[src/rtl/mult_mac_pipe.sv]
// Pipelined multiply / multiply-accumulate for the wave/VGA datapath.
// Four register levels: input capture, product, result (accumulate), and
// scaled/rounded/saturated output. A sample accepted on edge k appears on the
// outputs after edge k+3. There is no backpressure.
module mult_mac_pipe #(
  parameter int unsigned A_W    = 10,
  parameter int unsigned B_W    = 10,
  parameter bit          SIGNED = 1'b1,
  parameter int unsigned GUARD  = 8,
  parameter int unsigned SHIFT  = 0,
  parameter int unsigned OUT_W  = 20
) (
  input  logic             clk,
  input  logic             rst,
  input  logic             in_valid,
  input  logic [A_W-1:0]   in_a,
  input  logic [B_W-1:0]   in_b,
  input  logic             acc_mode,
  input  logic             in_last,
  output logic             out_valid,
  output logic [OUT_W-1:0] out_p,
  output logic             out_sat
);

  localparam int unsigned PROD_W = A_W + B_W;
  localparam int unsigned ACC_W  = PROD_W + GUARD;
  // One extra bit so the rounding add can never wrap.
  localparam int unsigned RW     = ACC_W + 1;
  // 2^(SHIFT-1), or zero when no shift is applied.
  localparam logic [RW-1:0] RndConst = (RW'(1) << SHIFT) >> 1;

  // Stage 1: captured sample
  logic             s1_valid_q, s1_valid_d;
  logic             s1_mode_q, s1_mode_d;
  logic             s1_last_q, s1_last_d;
  logic [A_W-1:0]   s1_a_q, s1_a_d;
  logic [B_W-1:0]   s1_b_q, s1_b_d;

  // Stage 2: product
  logic             s2_valid_q, s2_valid_d;
  logic             s2_mode_q, s2_mode_d;
  logic             s2_last_q, s2_last_d;
  logic [PROD_W-1:0] s2_prod_q, s2_prod_d;

  // Stage 3: result and running accumulator
  logic             res_valid_q, res_valid_d;
  logic [ACC_W-1:0] res_q, res_d;
  logic [ACC_W-1:0] acc_q, acc_d;

  // Stage 4: outputs
  logic             out_valid_q, out_valid_d;
  logic [OUT_W-1:0] out_p_q, out_p_d;
  logic             out_sat_q, out_sat_d;

  // Combinational intermediates
  logic signed [PROD_W-1:0] a_ext, b_ext, prod_s;
  logic [ACC_W-1:0]         prod_ext;
  logic [RW-1:0]            res_ext, rnd_sum, r_val;
  logic signed [RW-1:0]     rnd_sum_s, r_val_s;
  logic [OUT_W-1:0]         sat_p;
  logic                     sat_flag;

  // Stage 1 next state: mode/last are only meaningful on an accepted sample
  always_comb begin
    s1_valid_d = in_valid;
    s1_mode_d  = in_valid & acc_mode;
    s1_last_d  = in_valid & acc_mode & in_last;
    s1_a_d     = in_valid ? in_a : s1_a_q;
    s1_b_d     = in_valid ? in_b : s1_b_q;
  end

  // Stage 2 next state: full-width product, operands extended per signedness
  always_comb begin
    if (SIGNED) begin
      a_ext = PROD_W'($signed(s1_a_q));
      b_ext = PROD_W'($signed(s1_b_q));
    end else begin
      a_ext = PROD_W'(s1_a_q);
      b_ext = PROD_W'(s1_b_q);
    end
    // The low PROD_W bits are exact for both signed and unsigned operands.
    prod_s     = a_ext * b_ext;
    s2_prod_d  = prod_s;
    s2_valid_d = s1_valid_q;
    s2_mode_d  = s1_mode_q;
    s2_last_d  = s1_last_q;
  end

  // Stage 3 next state: standalone product or closing accumulation
  always_comb begin
    if (SIGNED) begin
      prod_ext = ACC_W'($signed(s2_prod_q));
    end else begin
      prod_ext = ACC_W'(s2_prod_q);
    end
    res_valid_d = s2_valid_q & (~s2_mode_q | s2_last_q);
    res_d       = (s2_mode_q ? acc_q : '0) + prod_ext;
    acc_d       = acc_q;
    if (s2_valid_q && s2_mode_q) begin
      // Closing sample clears the accumulator on the same edge it is consumed.
      acc_d = s2_last_q ? '0 : (acc_q + prod_ext);
    end
  end

  // Round-half-up then shift, arithmetic for signed data and logical otherwise
  always_comb begin
    if (SIGNED) begin
      res_ext = RW'($signed(res_q));
    end else begin
      res_ext = RW'(res_q);
    end
    rnd_sum   = res_ext + RndConst;
    rnd_sum_s = rnd_sum;
    r_val_s   = rnd_sum_s >>> SHIFT;
    if (SIGNED) begin
      r_val = r_val_s;
    end else begin
      r_val = rnd_sum >> SHIFT;
    end
  end

  if (OUT_W < RW) begin : gen_sat
    // Clamp to the output range when the rounded value does not fit
    always_comb begin
      sat_flag = 1'b0;
      sat_p    = r_val[OUT_W-1:0];
      if (SIGNED) begin
        if (r_val[RW-1:OUT_W-1] != {(RW-OUT_W+1){r_val[RW-1]}}) begin
          sat_flag = 1'b1;
          sat_p    = r_val[RW-1] ? {1'b1, {(OUT_W-1){1'b0}}} : {1'b0, {(OUT_W-1){1'b1}}};
        end
      end else begin
        if (|r_val[RW-1:OUT_W]) begin
          sat_flag = 1'b1;
          sat_p    = '1;
        end
      end
    end
  end else begin : gen_no_sat
    // Output is wide enough for every value: extend, never clamp
    always_comb begin
      sat_flag = 1'b0;
      if (SIGNED) begin
        sat_p = OUT_W'($signed(r_val));
      end else begin
        sat_p = OUT_W'(r_val);
      end
    end
  end

  // Stage 4 next state: outputs hold their last value between results
  always_comb begin
    out_valid_d = res_valid_q;
    out_p_d     = res_valid_q ? sat_p : out_p_q;
    out_sat_d   = res_valid_q ? sat_flag : out_sat_q;
  end

  // Pipeline, accumulator and output registers
  always_ff @(posedge clk or posedge rst) begin
    if (rst) begin
      s1_valid_q  <= 1'b0;
      s1_mode_q   <= 1'b0;
      s1_last_q   <= 1'b0;
      s1_a_q      <= '0;
      s1_b_q      <= '0;
      s2_valid_q  <= 1'b0;
      s2_mode_q   <= 1'b0;
      s2_last_q   <= 1'b0;
      s2_prod_q   <= '0;
      res_valid_q <= 1'b0;
      res_q       <= '0;
      acc_q       <= '0;
      out_valid_q <= 1'b0;
      out_p_q     <= '0;
      out_sat_q   <= 1'b0;
    end else begin
      s1_valid_q  <= s1_valid_d;
      s1_mode_q   <= s1_mode_d;
      s1_last_q   <= s1_last_d;
      s1_a_q      <= s1_a_d;
      s1_b_q      <= s1_b_d;
      s2_valid_q  <= s2_valid_d;
      s2_mode_q   <= s2_mode_d;
      s2_last_q   <= s2_last_d;
      s2_prod_q   <= s2_prod_d;
      res_valid_q <= res_valid_d;
      res_q       <= res_d;
      acc_q       <= acc_d;
      out_valid_q <= out_valid_d;
      out_p_q     <= out_p_d;
      out_sat_q   <= out_sat_d;
    end
  end

  assign out_valid = out_valid_q;
  assign out_p     = out_p_q;
  assign out_sat   = out_sat_q;

endmodule

[config.mk]
export PLATFORM = sky130hd
export DESIGN_NAME = mult_mac_pipe
export DESIGN_NICKNAME = d
export VERILOG_FILES = /design/src/rtl/mult_mac_pipe.sv
export SDC_FILE = /design/constraint.sdc
export NUM_CORES = 1
export LEC_CHECK = 0
export CAP_MARGIN = 10
export CORE_MARGIN = 2
export CORE_UTILIZATION = 55
export CTS_CLUSTER_DIAMETER = 60
export DETAILED_ROUTE_END_ITERATION = 10
export MAX_ROUTING_LAYER = met4
export PLACE_DENSITY = 0.73
export SLEW_MARGIN = 20
export SYNTH_ARGS = -nofsm -noshare
export SYNTH_HDL_FRONTEND = slang
export SYNTH_SLANG_ARGS = --single-unit
[constraint.sdc]
create_clock -name clk -period 5.6 [get_ports clk]
set_input_delay 0.56 -clock clk [delete_from_list [all_inputs] [get_ports clk]]
set_output_delay 0.56 -clock clk [all_outputs]
set_load 0.01 [all_outputs]
**Word-level counts from Yosys, hierarchy flattened**

Index checks and enable logic that the tools add are counted.

- Word-level logic and storage cells: 30
- Latch bits: 0
- Memories kept: 0
- RAM bits: 0
- Register bits: 125
- Bits of input ports: 25
- ROM bits: 0

- Div/mod/pow operators: 0
- Magnitude comparators: 0
- Bitwise operators: 5
- Add/sub/neg operators: 2
- Shifts and indexed selects: 0
- Equality and inequality tests: 1
- Multipliers: 1
- Reductions and logical operators: 1
- Mux-type cells: 5

Operators by type and width:

| operator | count |
|---|---|
| 28-bit adder | 2 |
| 28-bit 2-to-1 mux | 2 |
| 20-bit 2-to-1 mux | 2 |
| 10-bit by 10-bit multiplier with 20-bit output | 1 |
| 8-bit != test | 1 |
| 1-bit AND | 3 |
| 1-bit logical AND | 1 |
| 1-bit 2-to-1 mux | 1 |
| 1-bit NOT | 1 |
| 1-bit bitwise OR | 1 |

**Longest topological paths before layout**

Gate-level depths: netlist of run 1.

- Depth after elaboration: 3
- Depth in mapped cells: 20

**Worst setup path after synthesis of run 1**

No wires, ideal clock.

- Path type: flip-flop to flip-flop
- From: register s1_a_q[5]
- To: register s2_prod_q[19]
- Required time: 5.520 ns
- Setup time: 0.080 ns
- Setup slack: 0.631 ns
- Arrival: 4.889 ns
- Stages on the path, launching flop included: 20
- Path buffers: 1
- Period minus slack after synthesis: 4.969 ns
- Path through: dfrtp_1 clkbuf_1 and2_1 fa_1 inv_1 fa_1 inv_1 fa_1 fa_1 inv_1 fa_1 inv_1 ha_1 a21o_1 a31o_1 a41oi_1 a21oi_1 a211o_1 a21oi_1 xnor2_1

- Cells in the longest elaborated chain, start to end: 1

Ends and longest elaborated chain:

| item | line | text |
|---|---|---|
| start: declaration | 36 | `logic [A_W-1:0] s1_a_q, s1_a_d;` |
| start signal: assignment | 164 | `s1_a_q <= '0;` |
| start signal: assignment | 180 | `s1_a_q <= s1_a_d;` |
| 10-bit by 10-bit multiplier with 20-bit output | 82 | `prod_s = a_ext * b_ext;` |
| via prod_s[19] | 56 | `logic signed [PROD_W-1:0] a_ext, b_ext, prod_s;` |
| end signal: assignment | 185 | `s2_prod_q <= s2_prod_d;` |
| end: declaration | 43 | `logic [PROD_W-1:0] s2_prod_q, s2_prod_d;` |

The timed path passes the listed nets, and every way through them passes these cells.
A chain may end at the register's enable or synchronous reset.

**Final worst setup path of run 1**

Ends and elaborated chain as after synthesis.

==> results of run 1 <==
[stage by stage]
step	instances	hold WS [ns]	setup WS (ns)
finish	1445	0.3494	0.3603
global placement	1413	0.3312	0.4694
CTS	1445	0.3526	0.3517
global route	1445	0.3669	0.06003
detailed placement	1413	0.3389	0.3698
floorplan	1133	0.3312	0.6312
[cells by family (layout without fill, tap and decap cells)]
group,after synthesis,count (layout),synth area share
compound gates,230,230,0.1371
xor+xnor,65,65,0.05286
fa+ha+maj,196,196,0.2925
buf+inv,195,242,0.06796
flops,125,125,0.2904
mux,22,22,0.02277
simple gates,300,300,0.1364
[synth_stat cells, types with 5 or more instances]
cell type | n | area [sq um]
nand3_1 | 14 | 70.07
xnor2_1 | 44 | 385.4
inv_1 | 157 | 589.3
clkbuf_1 | 35 | 131.4
and2_1 | 66 | 412.9
a22o_1 | 6 | 52.55
a21oi_1 | 90 | 450.4
a21o_1 | 24 | 180.2
xor2_1 | 21 | 183.9
o21bai_1 | 6 | 45.04
dfrtp_1 | 125 | 3128
nand2b_1 | 13 | 81.33
o21a_1 | 11 | 82.58
and3_1 | 6 | 37.54
nor2_1 | 56 | 210.2
o21ai_1 | 11 | 55.05
nor3_1 | 14 | 70.07
nand2_1 | 102 | 382.9
mux2_2 | 20 | 225.2
fa_1 | 93 | 1862
o21ai_0 | 36 | 180.2
a211o_1 | 5 | 43.79
nor2b_1 | 9 | 56.30
ha_1 | 103 | 1289
[worst max-delay path: stages (launching register included)]
cell and delay (ns):
dfrtp_1 0.49, and2_1 0.23, fa_1 0.53, inv_1 0.06, fa_1 0.53, inv_1 0.05, fa_1 0.46, fa_1 0.49
inv_1 0.05, fa_1 0.47, inv_1 0.04, ha_1 0.34, a21o_1 0.20, a31o_1 0.20, a41oi_1 0.26, a21oi_1 0.18
a211o_1 0.29, a21oi_1 0.18, xnor2_1 0.13
[state kept, by name, indices dropped and copies added, names as in the netlist, 10 cells and up]
name and count:
res_q 28, out_p 20, s1_b_q 10, s2_prod_q 20, s1_a_q 10, acc_q 28
[routing by layer]
layer	share of wire	routed length, um	vias up
li1	-	-	3809
met1	0.46	9516	3696
met2	0.50	10440	138
met3	0.029	604	32
met4	0.015	319	0
met5	0	0	-
[worst paths after layout]
path / startpoint / end / slack [ns] / depth (start not counted)
worst max-delay path: s1_a_q[5] / s2_prod_q[19] / 0.36 / 18
worst min-delay path: s1_last_q / s2_last_q / 0.35 / 0
worst max register to register: s1_a_q[5] / s2_prod_q[19] / 0.36 / 18
worst min register to register: s1_last_q / s2_last_q / 0.35 / 0
max in group asynchronous: rst / out_valid_d / 3.99 / 3
min in group asynchronous: rst / res_q[0] / 0.65 / 2
[final cells by class]
cell class | instances | share of cell area
Clock inverter | 15 | 0.01348
Inverter | 158 | 0.04935
Clock buffer | 17 | 0.03525
Tap cell | 265 | 0.02748
Timing Repair Buffer | 52 | 0.04189
Multi-Input combinational cell | 813 | 0.5733
Sequential cell | 125 | 0.2593
==> results.yml, run 1 <==
clock_network:
  clock-sinks: 125
  cts_max_level: 4
  post_cts_buffers: 0
  worst_skew_pair.late_latency_ns: 0.42
  ctsResizeCount: 0
  path_clk_slew_ns: 0.06
  cts_buffer_depth: 2
  ctsHoldBuffers: 0
  cts_buffers: 17
  cts_tree: "yes"
  cts.root.buffer_cell: "clkbuf_16"
floorplanning:
  pin_count: 47
  num_rows: 51
  chipHeight_um: 143.9
  die_x_um: 143.9
  start_util: 0.5570
  die_area_sq_mm: 0.02072
  coreArea_sq_mm: 0.01933
timing:
  slew_violations: 0
  setup_viol: 0
  tightest_slew_ns: 1.073
  period_needed_ns: 5.240
  fmax_mhz: 190.8
  fin_setup_tns_ns: 0
  rsz0062_at_grt: "false"
  timing.final.crit_share: 0.9357
  slew-limit-headroom: 0.2827
  hold_viol_final: 0
  skew_ns: 0.007953
synth:
  synthesis.instances: 1133
  mappedNetlistNets: 1354
  async_reset_ff_frac: 1.000
  synth_area_per_cell_sq_um: 9.506
  ys_warn_count: 0
  ys_types: 60
  synth_seq_cells: 125
  ys_seq_area_frac: 0.2904
  synth_area_sq_mm: 0.01077
  ys_dominant_reg_cell: "dfrtp_1"
  synth_edf_count: 0
setup_path:
  crit_path_max_fanout: 11
  path_class: "flop to flop"
  setup.worst_path.end_class: "flop"
  cp.required_ns: 5.95
  cp-start-kind: "flop"
  arrival_ns: 5.58
placement:
  placed_area_sq_mm: 0.01148
  port_buffers: 46
  hpwl_um: 16230
  gp_congestion: 0.8634
global_route:
  top_usage_layer: "met2"
  grt_use_total: 0.2249
  first_global_vias: 7761
  grt_use_met3: 0.03332
  grt_pass1_wl_um: 35950
  antenna_found_initial: 0
  grt_max_degree: 65
  grt.overflow.total: 0
  use_met1: 0.2770
  grt_use_met2: 0.3867
detailed_routing:
  vias_per_cell: 5.311
  drt_first_iter_violations: 278
  first_pass_iters: 5
  wl_per_cell_um: 14.45
  drc_errors: 0
  drt_wl_total_um: 20880
  drtAntennaViolNets: 0
  vias: 7675
layout:
  nets: 1388
  drive_above_1_share: 0.06356
  layout_commonest_cell: "inv_1"
  diodes: 0
  syn_to_final_growth_pct: 12.05
  fillCellCount: 1648
  finalInstanceArea_sq_mm: 0.01207
  final_util: 0.6242
  multi_input_area_sq_mm: 0.006918
  layout_common_cells: "inv_1 (156), dfrtp_1 (124), ha_1 (103)"
  regArea_sq_mm: 0.003129
status:
  status: "finished clean"
min_path:
  worstHoldPathType: "flop to flop"
job:
  drv_cap: 0
Power of run 1 is left out: the tool's default activity adds up to more than one toggle a clock period on the data nets, which glitch-free logic cannot reach.
==> run 2: changes to the inputs <==
--- a/config.mk
+++ b/config.mk
@@ -12,6 +12,7 @@
 export DETAILED_ROUTE_END_ITERATION = 10
 export MAX_ROUTING_LAYER = met4
 export PLACE_DENSITY = 0.73
+export SETUP_SLACK_MARGIN = 0.05
 export SLEW_MARGIN = 20
 export SYNTH_ARGS = -nofsm -noshare
 export SYNTH_HDL_FRONTEND = slang
==> constraint.sdc (replaced) <==
create_clock -name clk -period 5.6 [get_ports clk]
set_input_delay 1.12 -clock clk [delete_from_list [all_inputs] [get_ports clk]]
set_output_delay 1.12 -clock clk [all_outputs]
set_load 0.01 [all_outputs]
==> run 2 against run 1 <==
  * Utilization rose by 0.19 points
  * Setup slack gained 0.012 ns
  * Final cell count barely moved
  * Critical path type unchanged
  * Via count shrank 2.7%
  * Critical endpoint unchanged
==> results.yml, run 2 (synthesis results as in run 1) <==
layout:
  fillCellCount: 1596
  diodes: 0
  nets: 1389
  largestRegisters: "acc_q (28), res_q (28)"
  multi_input_area_sq_mm: 0.006922
  layout_commonest_cell: "inv_1"
  drive_above_1_share: 0.06435
  layout_common_cells: "inv_1 (156), dfrtp_1 (124), ha_1 (103)"
  regArea_sq_mm: 0.003129
  syn_to_final_growth_pct: 12.38
timing:
  tightest_slew_ns: 1.069
  rsz0062_at_grt: "false"
  slew-limit-headroom: 0.2850
  fin_setup_tns_ns: 0
  hold_viol_final: 0
  slew_violations: 0
  setup_viol: 0
  timing.final.crit_share: 0.9336
  fmax_mhz: 191.3
  period_needed_ns: 5.228
  skew_ns: 0.01033
setup_path:
  worst-path-stages: 18
  rr_startpoint: "s1_a_q[5]"
  setup.worst_path.end_class: "flop"
  path_common_cell: "fa_1"
  reg2regPathDepth: 18
  critPathLaunch: "s1_a_q[5]"
  crit_path_max_fanout: 11
  cp-start-kind: "flop"
  ff2ff_setup_slack_ns: 0.37
  critPathMaxStageDelay_ns: 0.53
  arrival_ns: 5.57
  critical-path-top-delay-family: "adder cells"
  r2r_end: "s2_prod_q[19]"
  cp.required_ns: 5.94
  crit_slowest_cell: "fa_1"
  setup.worst_path.end: "s2_prod_q[19]"
  critPathBufInv: 4
  path_class: "flop to flop"
  path_cells: "and2_1 -> fa_1 -> inv_1 -> fa_1 -> inv_1 -> fa_1 -> fa_1 -> inv_1 -> fa_1 -> inv_1 -> ha_1 -> a21o_1 -> a31o_1 -> a41oi_1 -> a21oi_1 -> a211o_1 -> a21oi_1 -> xnor2_1"
clock_network:
  cts.root.buffer_cell: "clkbuf_16"
  post_cts_buffers: 0
  cts_buffers: 17
  clock-sinks: 125
  cts_tree: "yes"
  worst_skew_pair.late_latency_ns: 0.43
  cts_max_level: 4
  cts_buffer_depth: 2
  path_clk_slew_ns: 0.06
detailed_routing:
  vias: 7469
  drc_errors: 0
  wl_per_cell_um: 14.18
  drt_first_iter_violations: 263
  vias_per_cell: 5.165
  drtAntennaViolNets: 0
  drt_wl_total_um: 20510
  first_pass_iters: 4
floorplanning:
  die_x_um: 143.9
  pin_count: 47
  chipHeight_um: 143.9
  start_util: 0.5570
  die_area_sq_mm: 0.02072
  num_rows: 51
  coreArea_sq_mm: 0.01933
global_route:
  grt_use_total: 0.2222
  first_global_vias: 7498
  grt_max_degree: 67
  antenna_found_initial: 0
  grt_pass1_wl_um: 35320
  grt.overflow.total: 0
placement:
  port_buffers: 46
  hpwl_um: 15990
  gp_congestion: 0.8659
min_path:
  worstHoldPathType: "flop to flop"
job:
  drv_cap: 0
status:
  status: "finished clean"
## run 2: changes by cell type in the layout (fill, tap and decap cells not counted), sizes merged
cell and delta:
clkinv -1, clkinvlp -2, inv +1, clkbuf +1
bufinv +1, buf +1
## run 2: worst min-delay path by stage
stage / start / end / slack (ns) / depth (start not counted)
2_1_floorplan: s1_last_q / s2_last_q / 0.33 / 0
3_3_place_gp: s1_mode_q / s2_mode_q / 0.33 / 0
3_5_place_dp: s1_mode_q / s2_mode_q / 0.34 / 0
4_1_cts: s1_mode_q / s2_mode_q / 0.35 / 0
5_1_grt: s1_valid_q / s2_valid_q / 0.35 / 0
6_report: s1_mode_q / s2_mode_q / 0.35 / 0
## run 2: what timing repair did
action,in CTS,in global routing
hold endpoints to repair,0,0
resized for setup,0,1
endpoints found under the setup margin,0,1
hold buffers,0,0
## run 2: worst reg2reg max path, cell delays in order (launching register included)
cell	delay, ns
dfrtp_1	0.49
and2_1	0.23
fa_1	0.54
inv_1	0.06
fa_1	0.52
inv_1	0.05
fa_1	0.45
fa_1	0.49
inv_1	0.05
fa_1	0.47
inv_1	0.04
ha_1	0.34
a21o_1	0.20
a31o_1	0.20
a41oi_1	0.27
a21oi_1	0.18
a211o_1	0.29
a21oi_1	0.17
xnor2_1	0.13
## run 2: area by class of cell
class,count,share of cell area
clock buffers,18,0.03546
clock inverters,14,0.01520
flip-flops and latches,125,0.2585
multi-input cells,813,0.5718
well taps,265,0.02739
inverters,158,0.04920
repair buffers,53,0.04238
## run 2: routing by layer
layer  vias up  share of wire  track usage
met5         -              0            -
met2       101           0.50       0.3747
li1       3823              -            -
met3        21          0.028      0.04299
met4         0          0.013      0.06244
met1      3524           0.46       0.2741
## run 2: stage by stage
stage | cell area, sq um | cells | worst slack, ns | hold slack, ns | utilization
floorplan | 10770 | 1133 | 0.6312 | 0.3312 | -
global placement | 11480 | 1414 | 0.4560 | 0.3326 | 0.5939
detailed placement | 11480 | 1414 | 0.3608 | 0.3387 | 0.5940
CTS | 12100 | 1446 | 0.3651 | 0.3520 | 0.6257
global route | 12100 | 1446 | 0.1160 | 0.3540 | 0.6260
finish | 12100 | 1446 | 0.3720 | 0.3478 | 0.6260
Power of run 2 is left out for the same reason.
